$ cat src/rtl/thread_dispatch_sched_pkg.sv
// Shared configuration, types and helpers for the thread dispatcher.
// The optional starvation boost is enabled by defining STARVE_BOOST_EN.
package thread_dispatch_sched_pkg;
    localparam int NUM_THREADS  = 4;
    localparam int NUM_ALUS     = 2;
    localparam int TID_W        = 3;
    localparam int JUMP_PENALTY = 2;
    localparam int STARVE_LIMIT = 4;

    localparam int PEN_W    = (JUMP_PENALTY > 0) ? $clog2(JUMP_PENALTY + 1) : 1;
    localparam int STARVE_W = $clog2(STARVE_LIMIT + 1);

    typedef logic [TID_W-1:0]       tid_t;
    typedef logic [NUM_THREADS-1:0] tmask_t;

    function automatic tmask_t tid_onehot(input tid_t t);
        return tmask_t'(1) << t;
    endfunction
endpackage

$ cat src/rtl/thread_dispatch_sched_rr_pick.sv
// Rotating priority pick: first thread at or after ptr (mod NUM_THREADS)
// that is set in mask and clear in excl.
module thread_dispatch_sched_rr_pick
    import thread_dispatch_sched_pkg::*;
(
    input  tmask_t mask,
    input  tmask_t excl,
    input  tid_t   ptr,
    output tid_t   idx,
    output logic   found
);
    localparam int SUM_W = TID_W + 1;

    tmask_t            cand;
    tmask_t            rotated;
    logic [SUM_W-1:0]  sum;

    assign cand    = mask & ~excl;
    // Bit i of rotated is candidate (ptr + i) mod NUM_THREADS.
    assign rotated = tmask_t'({cand, cand} >> ptr);

    always_comb begin
        idx   = '0;
        found = 1'b0;
        sum   = '0;
        for (int i = NUM_THREADS - 1; i >= 0; i--) begin
            if (rotated[i]) begin
                sum = {1'b0, ptr} + SUM_W'(i);
                if (sum >= SUM_W'(NUM_THREADS))
                    sum = sum - SUM_W'(NUM_THREADS);
                idx   = sum[TID_W-1:0];
                found = 1'b1;
            end
        end
    end
endmodule

$ cat src/rtl/thread_dispatch_sched.sv
// Round-robin dispatch of up to NUM_ALUS runnable threads per cycle, with
// per-thread jump blackout and grant counter. Optional: STARVE_BOOST_EN.
module thread_dispatch_sched
    import thread_dispatch_sched_pkg::*;
(
    input  logic                       clk,
    input  logic                       rst,
    input  logic [NUM_THREADS-1:0]     thread_en,
    input  logic [NUM_THREADS-1:0]     hold,
    input  logic [NUM_THREADS-1:0]     jump_en,
    output tid_t [NUM_ALUS-1:0]        dispatch_threads,
    output logic [NUM_ALUS-1:0]        dispatch_valid,
    output logic [31:0]                dispatch_count
);
    if (NUM_ALUS < 1 || NUM_ALUS > NUM_THREADS) begin : g_bad_alus
        $error("NUM_ALUS must be in 1..NUM_THREADS");
    end
    if ((2 ** TID_W) < NUM_THREADS) begin : g_bad_tid_w
        $error("TID_W too narrow for NUM_THREADS");
    end

    tmask_t                eligible;
    tmask_t                granted;
    logic [PEN_W-1:0]      penalty_cnt_reg [NUM_THREADS];
    tid_t                  rr_ptr_reg;
    tid_t                  rr_ptr_next;
    tid_t [NUM_ALUS-1:0]   dispatch_threads_reg;
    logic [NUM_ALUS-1:0]   dispatch_valid_reg;
    logic [31:0]           dispatch_count_reg;

    tid_t                  boost_idx;
    logic                  boost_found;
    tmask_t                excl_mask [NUM_ALUS+1];
    tid_t                  rr_idx [NUM_ALUS];
    logic [NUM_ALUS-1:0]   rr_found;
    logic [NUM_ALUS-1:0]   stage_used;
    tid_t [NUM_ALUS-1:0]   slot_tid_next;
    logic [NUM_ALUS-1:0]   slot_valid_next;
    tid_t                  last_rr;
    logic                  any_rr;

    genvar gi;
    for (gi = 0; gi < NUM_THREADS; gi++) begin : g_thread
        assign eligible[gi] = thread_en[gi] & ~hold[gi] & ~jump_en[gi]
                            & (penalty_cnt_reg[gi] == '0);

        // A fresh jump always reloads, even over an in-progress countdown.
        always_ff @(posedge clk) begin
            if (!rst)
                penalty_cnt_reg[gi] <= '0;
            else if (jump_en[gi])
                penalty_cnt_reg[gi] <= PEN_W'(JUMP_PENALTY);
            else if (penalty_cnt_reg[gi] != '0)
                penalty_cnt_reg[gi] <= penalty_cnt_reg[gi] - 1'b1;
        end
    end

`ifdef STARVE_BOOST_EN
    logic [STARVE_W-1:0] starve_cnt_reg [NUM_THREADS];
    tmask_t              starving;

    for (gi = 0; gi < NUM_THREADS; gi++) begin : g_starve
        assign starving[gi] = eligible[gi]
                            & (starve_cnt_reg[gi] >= STARVE_W'(STARVE_LIMIT));

        always_ff @(posedge clk) begin
            if (!rst)
                starve_cnt_reg[gi] <= '0;
            else if (hold[gi] || granted[gi])
                starve_cnt_reg[gi] <= '0;
            else if (eligible[gi] && starve_cnt_reg[gi] != STARVE_W'(STARVE_LIMIT))
                starve_cnt_reg[gi] <= starve_cnt_reg[gi] + 1'b1;
        end
    end

    // Pointer fixed at 0 gives lowest-index priority among starving threads.
    thread_dispatch_sched_rr_pick u_boost_pick (
        .mask  (starving),
        .excl  ('0),
        .ptr   ('0),
        .idx   (boost_idx),
        .found (boost_found)
    );
`else
    assign boost_idx   = '0;
    assign boost_found = 1'b0;
`endif

    assign excl_mask[0] = boost_found ? tid_onehot(boost_idx) : '0;

    for (gi = 0; gi < NUM_ALUS; gi++) begin : g_stage
        thread_dispatch_sched_rr_pick u_rr_pick (
            .mask  (eligible),
            .excl  (excl_mask[gi]),
            .ptr   (rr_ptr_reg),
            .idx   (rr_idx[gi]),
            .found (rr_found[gi])
        );
        assign excl_mask[gi+1] = excl_mask[gi]
                               | (rr_found[gi] ? tid_onehot(rr_idx[gi]) : '0);

        // A boosted thread takes slot 0 and shifts the round-robin picks up.
        if (gi == 0) begin : g_slot0
            assign slot_valid_next[gi] = boost_found | rr_found[0];
            assign slot_tid_next[gi]   = boost_found ? boost_idx : rr_idx[0];
        end else begin : g_slotn
            assign slot_valid_next[gi] = boost_found ? rr_found[gi-1] : rr_found[gi];
            assign slot_tid_next[gi]   = boost_found ? rr_idx[gi-1]   : rr_idx[gi];
        end

        if (gi == NUM_ALUS - 1) begin : g_last
            assign stage_used[gi] = rr_found[gi] & ~boost_found;
        end else begin : g_notlast
            assign stage_used[gi] = rr_found[gi];
        end
    end

    assign granted = boost_found ? excl_mask[NUM_ALUS-1] : excl_mask[NUM_ALUS];

    always_comb begin
        last_rr = '0;
        any_rr  = 1'b0;
        for (int k = 0; k < NUM_ALUS; k++) begin
            if (stage_used[k]) begin
                last_rr = rr_idx[k];
                any_rr  = 1'b1;
            end
        end
    end

    assign rr_ptr_next = (last_rr == tid_t'(NUM_THREADS - 1)) ? '0 : last_rr + 1'b1;

    always_ff @(posedge clk) begin
        if (!rst) begin
            rr_ptr_reg           <= '0;
            dispatch_threads_reg <= '0;
            dispatch_valid_reg   <= '0;
            dispatch_count_reg   <= '0;
        end else begin
            if (any_rr)
                rr_ptr_reg <= rr_ptr_next;
            dispatch_threads_reg <= slot_tid_next;
            dispatch_valid_reg   <= slot_valid_next;
            dispatch_count_reg   <= dispatch_count_reg + 32'($countones(granted));
        end
    end

    assign dispatch_threads = dispatch_threads_reg;
    assign dispatch_valid   = dispatch_valid_reg;
    assign dispatch_count   = dispatch_count_reg;
endmodule
$ cat config.mk
export PLATFORM = sky130hd
export DESIGN_NAME = thread_dispatch_sched
export DESIGN_NICKNAME = d
export VERILOG_FILES = /design/src/rtl/thread_dispatch_sched_pkg.sv /design/src/rtl/thread_dispatch_sched_rr_pick.sv /design/src/rtl/thread_dispatch_sched.sv
export SDC_FILE = /design/constraint.sdc
export NUM_CORES = 1
export LEC_CHECK = 0
export ABC_AREA = 1
export BUFFER_PORTS_ARGS = -buffer_cell sky130_fd_sc_hd__buf_2
export CAP_MARGIN = 20
export CORE_MARGIN = 1
export CORE_UTILIZATION = 45
export DETAILED_ROUTE_END_ITERATION = 8
export PLACE_DENSITY = 0.74
export SETUP_SLACK_MARGIN = 0.3
export SYNTH_ARGS = -nofsm -noshare
export SYNTH_HDL_FRONTEND = slang
export SYNTH_SLANG_ARGS = --single-unit
$ cat constraint.sdc
create_clock -name clk -period 6.79 [get_ports clk]
set_input_delay 0 -clock clk [delete_from_list [all_inputs] [get_ports clk]]
set_output_delay 0 -clock clk [all_outputs]
set_load 0.02 [all_outputs]
==> flow_summary.yaml <==
routing:
  avgRoutedWirePerCell_um: 11.9
  drt_wl_total_um: 6510
  drtIter0Drc: 97
  via_count: 2766
  via_per_inst: 5.08
  final_antenna_net_count: 0
  drtPass1Iterations: 6
  drcViolationCount: 6
grt:
  busiest_layer: "met2"
  grt_use_met1: 0.226
  grt_antenna_before_repair: 0
  grt_pass1_wl_um: 11400
  grt_max_degree: 29
  grt_use_total: 0.197
  grt_pass1_vias: 2670
  use_met2: 0.357
  overflow: 0
  grtUsageMet3: 0.0423
worst_setup_path:
  slowest_delay_ns: 0.47
  cp_top_family: "simple AND/OR/NAND/NOR gates"
  crit_arrival_ns: 6.06
  endpoint_kind: "flop"
  slowest_stage: "fa_1"
  timing.rr.start: "penalty_cnt_reg[0][0]"
  reg2reg_slack_ns: 0.91
  cp-start-kind: "flop"
  r2r.worst_path.cells: 41
  cp_num_buf_inv: 4
  path_max_fanout: 4
  timing.critical_path.mode_cell: "nand2_1"
  critPathKind: "reg -> reg"
  timing.rr.end: "dispatch_count[28]"
  crit_required_ns: 6.97
timing:
  post-route-period-util: 0.866
  slew_headroom: 0.421
  slew_viol_final: 0
  holdWs_ns: 0.0129
  rsz0062_at_grt: "false"
  worst_slew_pin_slew_ns: 0.863
  finClkSkew_ns: 0.00833
  hold_viol_final: 0
  fin_tns_setup_ns: 0
  layout_setup_ws_ns: 0.910
  fin_crit_ns: 5.88
  setup_viol: 0
  max_freq_mhz: 170
logic_synthesis:
  synth_seq_cells: 51
  synth_edf_count: 8
  yosysTopAreaCell: "dfxtp_1"
  synth.yosys.seq_area_share: 0.362
  yosysMostFrequentCell: "nand2_1"
  netlist_area_mm2: 0.00304
  async_flop_share: 0
  synth_area_leaders: "dfxtp_1 (28%), nand2_1 (9.9%), edfxtp_1 (7.9%), inv_1 (7.5%), nor2_1 (5.6%)"
  yosysWarnings: 0
  synthCells: 412
  synth.avg_cell_area_um2: 7.38
  yosys.area.top_type_share: 0.283
  synthFlopType: "dfxtp_1"
  ys_types: 42
  synthTopCellsByCount: "nand2_1 (80), inv_1 (61), nor2_1 (45)"
floorplan:
  core_mm2: 0.00642
  die_w_um: 84.2
  start_util: 0.473
  ios: 54
  placementRows: 29
  die-area_mm2: 0.00709
  die_h_um: 84.2
cts:
  htreeDepth: 2
  post_cts_resized: 0
  numCtsBuffers: 5
  cts.sinks: 51
  clk_path_buf_depth: 2
  clock_latency_ns: 0.31
  cts_tree: "yes"
  cts_setup_buffers: 0
  hold_buffers: 0
  clk_pin_slew_ns: 0.10
  cts_root_buf: "clkbuf_8"
pwr:
  powerDensity_mw_per_mm2: 264
  clkPwrFrac: 0.248
  peakVddDrop_uv: 106
  leakagePower_nw: 1.65
  switching_share: 0.376
  seqPwrFrac: 0.384
  power.internal_mw: 0.577
  p_sw_mw: 0.348
  combinationalPowerShare: 0.368
  finalPower_mw: 0.924
layout:
  drive_gt1_frac: 0.246
  finalCoreUtilization: 0.545
  final_cells: 545
  largest_register_ffs: 32
  area_growth_pct: 15.0
  fin_nets: 491
  fin_area_mm2: 0.00350
  diodes: 0
placed_design:
  dp_hpwl_um: 4980
  post-place-cells: 537
  dp_slack_ns: 0.933
  io_buffers: 53
  gp_congestion: 0.935
  placed_area_mm2: 0.00338
run:
  cap_violations: 0
run_status:
  status: "complete, but fails checks"
  violations: "DRC"
worst_hold_path:
  worstHoldPathType: "in -> reg"
  hold_depth: 2
  hold_path_end: "penalty_cnt_reg[2][0]"
  worstHoldStart: "jump_en[2]"
==> cell type report <==
| type | count | area [um2] |
|---|---|---|
| Multi-Input combinational cell | 285 | 1640 |
| Sequential cell | 51 | 1100 |
| Clock buffer | 6 | 82.6 |
| Inverter | 71 | 277 |
| Clock inverter | 2 | 38.8 |
| Fill cell | 612 | 2930 |
| Timing Repair Buffer | 53 | 265 |
| Tap cell | 77 | 96.3 |
==> power groups by stage <==
| stage | Sequential [mW] | Combinational [mW] | Clock, mW |
|---|---|---|---|
| finish | 0.354 | 0.340 | 0.230 |
| detailed placement | 0.362 | 0.339 | 0 |
| global placement | 0.361 | 0.332 | 0 |
| CTS | 0.355 | 0.342 | 0.233 |
| global route | 0.359 | 0.388 | 0.245 |
| floorplan | 0.375 | 0.256 | 0 |
==> layer usage <==
| layer | routed length (um) | vias to the layer above |
|---|---|---|
| met5 | 0 | - |
| met4 | 138 | 0 |
| met3 | 325 | 16 |
| met2 | 3190 | 66 |
| met1 | 2850 | 1267 |
| li1 | - | 1417 |
==> worst max-delay path by stage <==
stage / start / end / slack, ns / cells past startpoint
global placement: penalty_cnt_reg[0][0] / dispatch_count[28] / 1.06 / 41
detailed placement: penalty_cnt_reg[0][0] / dispatch_count[28] / 0.93 / 41
finish: penalty_cnt_reg[0][0] / dispatch_count[28] / 0.91 / 41
CTS: penalty_cnt_reg[0][0] / dispatch_count[28] / 0.90 / 41
global route: penalty_cnt_reg[3][0] / dispatch_count[28] / 0.33 / 41
floorplan: penalty_cnt_reg[3][0] / dispatch_count[28] / 1.61 / 41
==> placed cells by master, fill, tap and decap left out, types with 9 or more instances in the layout <==
| cell type | instances |
|---|---|
| nand2_1 | 80 |
| inv_1 | 61 |
| buf_2 | 53 |
| nor2_1 | 45 |
| dfxtp_1 | 43 |
| nand3_1 | 29 |
| a21oi_1 | 24 |
| nor3_1 | 15 |
| nand2_2 | 10 |
| o21ai_0 | 10 |
| nor2_2 | 9 |
==> kinds of logic after synthesis <==
family | Yosys count | synth area share
AOI/OAI and AO/OA | 51 | 0.100
xor gates and xnor gates | 1 | 0.00288
adders and majority gates | 10 | 0.0486
buffers and inverters | 77 | 0.101
DFF | 51 | 0.362
other | 1 | 0.00123
and+or+nand+nor | 221 | 0.384
Power figures use the tool's default switching activity.
